## src/rtl/tinyriscv_pkg.sv

```systemverilog
// Shared memory-bus widths and the RAM arbiter state type.
// MemAddrBus / MemBus : byte-address and data widths of the data RAM bus.
// arb_state_e         : ARB (round-robin) or LOCKED (exclusive owner).
// rr_wrap             : (base + off) mod n for round-robin index arithmetic.
package tinyriscv_pkg;

  localparam int unsigned MemAddrBus = 32;
  localparam int unsigned MemBus     = 32;

  typedef enum logic {
    ARB,
    LOCKED
  } arb_state_e;

  // Assumes base < n and off <= n, so a single subtraction wraps.
  function automatic int unsigned rr_wrap(input int unsigned base,
                                          input int unsigned off,
                                          input int unsigned n);
    int unsigned sum;
    sum = base + off;
    if (sum >= n) sum = sum - n;
    return sum;
  endfunction

endpackage

```

## src/rtl/rr_pick.sv

```systemverilog
// Combinational round-robin picker, reusable for any shared resource.
// Ports:
//   req   in  N         : request vector
//   ptr   in  $clog2(N) : highest-priority index for this search
//   gnt   out N         : one-hot grant, all zero when nothing requests
//   idx   out $clog2(N) : granted index (0 when valid is low)
//   valid out 1         : some request was granted
module rr_pick
  import tinyriscv_pkg::*;
#(
  parameter int unsigned N = 2
) (
  input  logic [N-1:0]         req,
  input  logic [$clog2(N)-1:0] ptr,
  output logic [N-1:0]         gnt,
  output logic [$clog2(N)-1:0] idx,
  output logic                 valid
);

  localparam int unsigned IdxW = $clog2(N);

  // Walk N positions starting at ptr; the first requester found wins.
  always_comb begin
    gnt   = '0;
    idx   = '0;
    valid = 1'b0;
    for (int unsigned off = 0; off < N; off++) begin
      if (!valid && req[rr_wrap(32'(ptr), off, N)]) begin
        valid = 1'b1;
        idx   = IdxW'(rr_wrap(32'(ptr), off, N));
        gnt[rr_wrap(32'(ptr), off, N)] = 1'b1;
      end
    end
  end

endmodule

```

## src/rtl/ram_arbiter.sv

```systemverilog
// Arbiter sharing a single-port data RAM among NumReq bus masters.
// Same-cycle round-robin grant, optional bounded lock for atomic
// read-modify-write sequences, registered read data one cycle after grant.
// Ports:
//   clk_i, rst_i           : clock, synchronous active-high reset
//   req_i/we_i/lock_i      : per-master request, write enable, keep-grant
//   addr_i/wdata_i         : per-master byte address and write data
//   gnt_o                  : one-hot grant (combinational)
//   rvalid_o/rdata_o       : one-hot read response valid, shared read data
//   ram_we_o/ram_addr_o/ram_wdata_o : RAM drive, zero when idle
//   ram_rdata_i            : RAM combinational read data
module ram_arbiter
  import tinyriscv_pkg::*;
#(
  parameter int unsigned NumReq  = 2,
  parameter int unsigned MaxLock = 16
) (
  input  logic                                 clk_i,
  input  logic                                 rst_i,
  input  logic [NumReq-1:0]                    req_i,
  input  logic [NumReq-1:0]                    we_i,
  input  logic [NumReq-1:0]                    lock_i,
  input  logic [NumReq-1:0][MemAddrBus-1:0]    addr_i,
  input  logic [NumReq-1:0][MemBus-1:0]        wdata_i,
  output logic [NumReq-1:0]                    gnt_o,
  output logic [NumReq-1:0]                    rvalid_o,
  output logic [MemBus-1:0]                    rdata_o,
  output logic                                 ram_we_o,
  output logic [MemAddrBus-1:0]                ram_addr_o,
  output logic [MemBus-1:0]                    ram_wdata_o,
  input  logic [MemBus-1:0]                    ram_rdata_i
);

  localparam int unsigned IdxW = $clog2(NumReq);
  localparam int unsigned CntW = $clog2(MaxLock + 1);

  arb_state_e      state;
  logic [IdxW-1:0] owner;
  logic [IdxW-1:0] ptr;
  logic [CntW-1:0] lock_cnt;

  logic [NumReq-1:0] pick_gnt;
  logic [IdxW-1:0]   pick_idx;
  logic              pick_valid;

  logic [IdxW-1:0]   gidx;
  logic              gvalid;
  logic [CntW-1:0]   cnt_inc;
  logic [IdxW-1:0]   gidx_next;
  logic [IdxW-1:0]   owner_next;

  rr_pick #(
    .N (NumReq)
  ) u_pick (
    .req   (req_i),
    .ptr   (ptr),
    .gnt   (pick_gnt),
    .idx   (pick_idx),
    .valid (pick_valid)
  );

  // Grant selection and RAM drive: the picker is bypassed while locked.
  always_comb begin
    gnt_o  = '0;
    gidx   = '0;
    gvalid = 1'b0;
    if (state == LOCKED) begin
      if (req_i[owner]) begin
        gnt_o[owner] = 1'b1;
        gidx         = owner;
        gvalid       = 1'b1;
      end
    end else begin
      gnt_o  = pick_gnt;
      gidx   = pick_idx;
      gvalid = pick_valid;
    end

    ram_we_o    = 1'b0;
    ram_addr_o  = '0;
    ram_wdata_o = '0;
    if (gvalid) begin
      ram_we_o    = we_i[gidx];
      ram_addr_o  = addr_i[gidx];
      ram_wdata_o = wdata_i[gidx];
    end
  end

  assign cnt_inc    = lock_cnt + CntW'(1);
  assign gidx_next  = IdxW'(rr_wrap(32'(gidx), 1, NumReq));
  assign owner_next = IdxW'(rr_wrap(32'(owner), 1, NumReq));

  always_ff @(posedge clk_i) begin
    if (rst_i) begin
      state    <= ARB;
      owner    <= '0;
      ptr      <= '0;
      lock_cnt <= '0;
      rvalid_o <= '0;
      rdata_o  <= '0;
    end else begin
      // Read response: one-cycle pulse, data held until the next read.
      rvalid_o <= '0;
      if (gvalid && !we_i[gidx]) begin
        rvalid_o[gidx] <= 1'b1;
        rdata_o        <= ram_rdata_i;
      end

      unique case (state)
        ARB: begin
          if (gvalid) begin
            ptr <= gidx_next;
            if (lock_i[gidx] && (MaxLock > 1)) begin
              state    <= LOCKED;
              owner    <= gidx;
              lock_cnt <= CntW'(1);
            end
          end
        end
        LOCKED: begin
          // Release on owner drop, unlocked last access, or count limit;
          // the count includes this granted cycle.
          if (!req_i[owner] || !lock_i[owner] || cnt_inc >= CntW'(MaxLock)) begin
            state    <= ARB;
            ptr      <= owner_next;
            lock_cnt <= '0;
          end else begin
            lock_cnt <= cnt_inc;
          end
        end
        default: begin
          state <= ARB;
        end
      endcase
    end
  end

endmodule

```

## config.mk

```make
export PLATFORM = sky130hd
export DESIGN_NAME = ram_arbiter
export DESIGN_NICKNAME = d
export VERILOG_FILES = /design/src/rtl/tinyriscv_pkg.sv /design/src/rtl/rr_pick.sv /design/src/rtl/ram_arbiter.sv
export SDC_FILE = /design/constraint.sdc
export NUM_CORES = 1
export LEC_CHECK = 0
export ABC_AREA = 1
export CORE_MARGIN = 4
export CORE_UTILIZATION = 31
export CTS_CLUSTER_DIAMETER = 30
export DETAILED_ROUTE_END_ITERATION = 10
export PLACE_DENSITY = 0.81
export SLEW_MARGIN = 20
export SYNTH_ARGS = -nofsm -noshare
export SYNTH_HDL_FRONTEND = slang
export SYNTH_HIERARCHICAL = 1
export SYNTH_SLANG_ARGS = --single-unit
```

## constraint.sdc

```tcl
create_clock -name clk_i -period 2.45 [get_ports clk_i]
set_clock_uncertainty 0.05 [all_clocks]
set_input_delay 0.49 -clock clk_i [delete_from_list [all_inputs] [get_ports clk_i]]
set_output_delay 0.49 -clock clk_i [all_outputs]
set_load 0.02 [all_outputs]
```

==> qor.json, run 1 <==
{
  "max-cap-violations": 0,
  "clock_h_tree_levels": 2,
  "outcome": "completed",
  "antenna_found_initial": 1,
  "die_x_um": 104,
  "regArea_um2": 847,
  "finalNetCount": 943,
  "hold_violations": 0,
  "final.setup.tns_ns": 0,
  "power_density_mw_per_mm2": 941,
  "drc": 0,
  "drtPass1Iterations": 4,
  "crit_path_launch": "req_i[0]",
  "worst_setup_hold_path_clk_slew_ns": 0.07,
  "route.antenna.remaining_nets": 0,
  "timing.critical_path.slowest_cell_delay_ns": 0.20,
  "synth_sequential_area_ratio_pct": 29.2,
  "grt.overflow.total": 0,
  "floorplan.initialDensity_pct": 32.3,
  "first_iter_violations": 202,
  "ys.warnings.count": 6,
  "multi_input_area_mm2": 0.00203,
  "maximum_root_to_sink_buffer_count": 2,
  "crit_path_frequent_cell": "sky130_fd_sc_hd__nand2_2",
  "timing.reg2reg.worst_path_depth": 13,
  "max_slew_margin_pct": 76.3,
  "netlist.area_leader.share_pct": 29.2,
  "cellLeakagePower_nw": 2.81,
  "port_buffer_count": 268,
  "core-area_mm2": 0.00889,
  "nFillCells": 715,
  "cts_inserted_buffers": 5,
  "hold_path.class": "flip-flop to flip-flop",
  "worst_hold_startpoint": "lock_cnt[4]$_SDFFE_PP0P_",
  "report.final.slew_viol_count": 0,
  "crit_type": "input port to primary output",
  "vias_in_the_first_global_route": 4121,
  "top_cells_by_count_synth": "sky130_fd_sc_hd__nand2_1, sky130_fd_sc_hd__nor2_1, sky130_fd_sc_hd__a21oi_1, sky130_fd_sc_hd__dfxtp_1, sky130_fd_sc_hd__nand3b_1",
  "critPathCapture": "ram_addr_o[2]",
  "totalWireLength_um": 15900,
  "core.rowCount": 34,
  "netlist-cell-type-count": 25,
  "crit_path_start_kind": "input port",
  "power_mw": 6.08,
  "synth_async_sr_flop_share_pct": 0,
  "post-synth-top-count-cell": "sky130_fd_sc_hd__nand2_1",
  "regToRegStartpoint": "ptr$_SDFFE_PP0P_",
  "synth_top_flop_cell": "sky130_fd_sc_hd__dfxtp_1",
  "cp-end-kind": "primary output",
  "fmax_ghz": 0.417,
  "crit_arrival_ns": 1.86,
  "clkSinkCount": 42,
  "area.growth.synth_to_final_pct": 125,
  "worst-path-stages": 12,
  "final.period_utilization_pct": 97.9,
  "vdd_ir_drop_max_mv": 0.516,
  "cpLargestDelayFamily": "buffers and inverters",
  "global_route_wire_length_before_repair_um": 21900,
  "half_perimeter_wire_length_of_the_detailed_placement_result_um": 11000,
  "period_needed_ns": 2.40,
  "globalplace.congestion": 0.933,
  "dr_total_vias": 4395,
  "reg2reg_slack_ns": 0.27,
  "post_synth_instance_area_mm2": 0.00288,
  "drive_gt1_share_pct": 23.7,
  "slew_worst_pin_ns": 0.355,
  "gate_count_of_the_mapped_netlist": 488,
  "clock-root-buffer": "sky130_fd_sc_hd__clkbuf_8",
  "crit_chain": "clkbuf_2 > inv_2 > buf_4 > nand2_2 > nand2_2 > nand2_2 > nor2_4 > a21oi_4 > clkinv_4 > buf_16 > a21oi_1 > buf_4",
  "synth-edff-count": 0,
  "grt_start_max_net_pins": 34,
  "synth_area_leader_cell": "sky130_fd_sc_hd__dfxtp_1",
  "global_router_s_overall_resource_usage_pct": 24.9,
  "finalCoreUtilization_pct": 72.7,
  "worstPathBufferInverterCount": 6,
  "worstPathRequired_ns": 1.91,
  "routed_via_density": 4.97,
  "clock_insertion_delay_worst_skew_ns": 0.29,
  "dieHeight_um": 104,
  "io-pin-count": 269,
  "critical_path.reg2reg.endpoint": "rdata_o[23]$_SDFFE_PP0P_",
  "critPathMaxFanout": 8,
  "avgSynthCellArea_um2": 5.89,
  "cts_tree": "built",
  "design.die.area_mm2": 0.0109,
  "routed_wire_length_per_instance_um": 18.0,
  "setup_viol": 0,
  "critical-path-slowest-cell": "sky130_fd_sc_hd__clkinv_4",
  "synth.area.top_cells": "sky130_fd_sc_hd__dfxtp_1, sky130_fd_sc_hd__nand2_1, sky130_fd_sc_hd__a21oi_1",
  "syn_nets": 657,
  "postSynthRegisterBits": 42
}
-- worst register-to-register path: stages, from the launching register on --
cell and delay [ns]:
sky130_fd_sc_hd__dfxtp_4 0.39, sky130_fd_sc_hd__nor2_4 0.05, sky130_fd_sc_hd__nor2_1 0.08, sky130_fd_sc_hd__inv_1 0.07, sky130_fd_sc_hd__nand2_4 0.09, sky130_fd_sc_hd__nand2_8 0.10
sky130_fd_sc_hd__bufbuf_16 0.30, sky130_fd_sc_hd__o21ai_4 0.13, sky130_fd_sc_hd__buf_4 0.35, sky130_fd_sc_hd__nand2_2 0.10, sky130_fd_sc_hd__inv_2 0.09, sky130_fd_sc_hd__buf_4 0.17
sky130_fd_sc_hd__nor2_1 0.05, sky130_fd_sc_hd__nor2_1 0.10
-- cell usage in the layout, fill, tap and decap left out, types with 3 or more instances in the layout --
| master | synthesis | final |
|---|---|---|
| sky130_fd_sc_hd__dfxtp_1 | 42 | 39 |
| sky130_fd_sc_hd__clkdlybuf4s50_1 | 0 | 200 |
| sky130_fd_sc_hd__a21oi_4 | 1 | 10 |
| sky130_fd_sc_hd__nand3_1 | 12 | 12 |
| sky130_fd_sc_hd__buf_12 | 0 | 9 |
| sky130_fd_sc_hd__nand2_2 | 2 | 8 |
| sky130_fd_sc_hd__inv_1 | 13 | 10 |
| sky130_fd_sc_hd__nor2_1 | 77 | 75 |
| sky130_fd_sc_hd__a21oi_1 | 70 | 32 |
| sky130_fd_sc_hd__bufbuf_16 | 0 | 3 |
| sky130_fd_sc_hd__nand2_1 | 185 | 178 |
| sky130_fd_sc_hd__clkbuf_8 | 0 | 5 |
| sky130_fd_sc_hd__buf_6 | 4 | 14 |
| sky130_fd_sc_hd__clkbuf_16 | 0 | 6 |
| sky130_fd_sc_hd__buf_2 | 16 | 4 |
| sky130_fd_sc_hd__inv_2 | 3 | 4 |
| sky130_fd_sc_hd__nand3b_1 | 33 | 33 |
| sky130_fd_sc_hd__a21oi_2 | 0 | 29 |
| sky130_fd_sc_hd__buf_4 | 2 | 72 |
| sky130_fd_sc_hd__buf_16 | 0 | 3 |
| sky130_fd_sc_hd__nor3_1 | 3 | 3 |
-- per-layer routing --
metal	share of wire (%)	up-vias	track usage [%]	wire length, µm
met1	37	2024	28.0	5910
met5	0	-	0	0
li1	-	2129	-	-
met2	52	213	46.7	8240
met4	2.6	0	4.84	415
met3	8.6	29	6.77	1380
-- report_power, final --
| group | switching [mW] | total (mW) | internal (mW) |
|---|---|---|---|
| sequential | 0.102 | 0.957 | 0.855 |
| clock | 0.237 | 0.541 | 0.304 |
| combinational | 2.42 | 4.58 | 2.16 |
| total | 2.76 | 6.08 | 3.32 |
-- state kept, by name, indices dropped and copies added (netlist names) --
register,count
rvalid_o,2
state,1
owner,1
rdata_o,32
ptr,1
lock_cnt,5
-- worst min path at each step --
stage                               end  slack, ns  cells past startpoint
2_1_floorplan  lock_cnt[4]$_SDFFE_PP0P_       0.39                      2
3_3_place_gp   lock_cnt[4]$_SDFFE_PP0P_       0.40                      2
3_5_place_dp   lock_cnt[4]$_SDFFE_PP0P_       0.41                      2
4_1_cts        lock_cnt[4]$_SDFFE_PP0P_       0.42                      2
5_1_grt        lock_cnt[4]$_SDFFE_PP0P_       0.45                      2
6_report       lock_cnt[4]$_SDFFE_PP0P_       0.42                      2
-- area by class of cell --
cell class                      instances  share of cell area (%)
Clock buffer                            6                    1.12
Inverter                               18                    1.35
Sequential cell                        42                    13.1
Antenna cell                            1                  0.0387
Tap cell                              108                    2.09
Timing Repair inverter                  1                  0.0968
Multi-Input combinational cell        393                    31.4
Timing Repair Buffer                  313                    50.2
Clock inverter                          2                   0.581
-- logic make-up (layout without fill, tap and decap cells) --
| kind of cell | Yosys count | count (layout) | share of synthesized area [%] |
|---|---|---|---|
| AO/OA/AOI/OAI | 75 | 75 | 13.9 |
| AND/OR/NAND/NOR | 316 | 316 | 47.1 |
| other | 0 | 1 | 0 |
| adder cells (fa/ha/maj) | 1 | 1 | 0.435 |
| flip-flops | 42 | 42 | 29.2 |
| XOR/XNOR | 1 | 1 | 0.305 |
| buffers and inverters | 53 | 340 | 9.01 |
-- through the flow --
| stage | setup slack (ns) | instance area (µm²) | hold slack (ns) | std cells |
|---|---|---|---|---|
| after floorplan | 0.124 | 2880 | 0.387 | 488 |
| after global placement | -0.713 | 5780 | 0.405 | 853 |
| after detailed placement | -0.698 | 5780 | 0.407 | 853 |
| after CTS | -0.00466 | 5920 | 0.421 | 871 |
| after global routing | -0.0355 | 6460 | 0.451 | 884 |
| final | 0.0509 | 6460 | 0.421 | 884 |
-- what timing repair did --
action | 4_1_cts | 5_1_grt
endpoints found under the setup margin | 99 | 92
pin swaps | 3 | 3
setup buffers | 4 | 3
hold buffers | 0 | 0
gates resized for setup | 314 | 104
cloned | 6 | 10
Power figures use the tool's default switching activity.
==> run 2: changes to the inputs <==
--- a/config.mk
+++ b/config.mk
@@ -10,6 +10,7 @@
 export CORE_UTILIZATION = 31
 export CTS_CLUSTER_DIAMETER = 30
 export DETAILED_ROUTE_END_ITERATION = 10
+export HOLD_SLACK_MARGIN = 0.15
 export PLACE_DENSITY = 0.81
 export SLEW_MARGIN = 20
 export SYNTH_ARGS = -nofsm -noshare
==> results of run 2 <==
The final DEF is identical to that of run 1; final timing and power are the same.
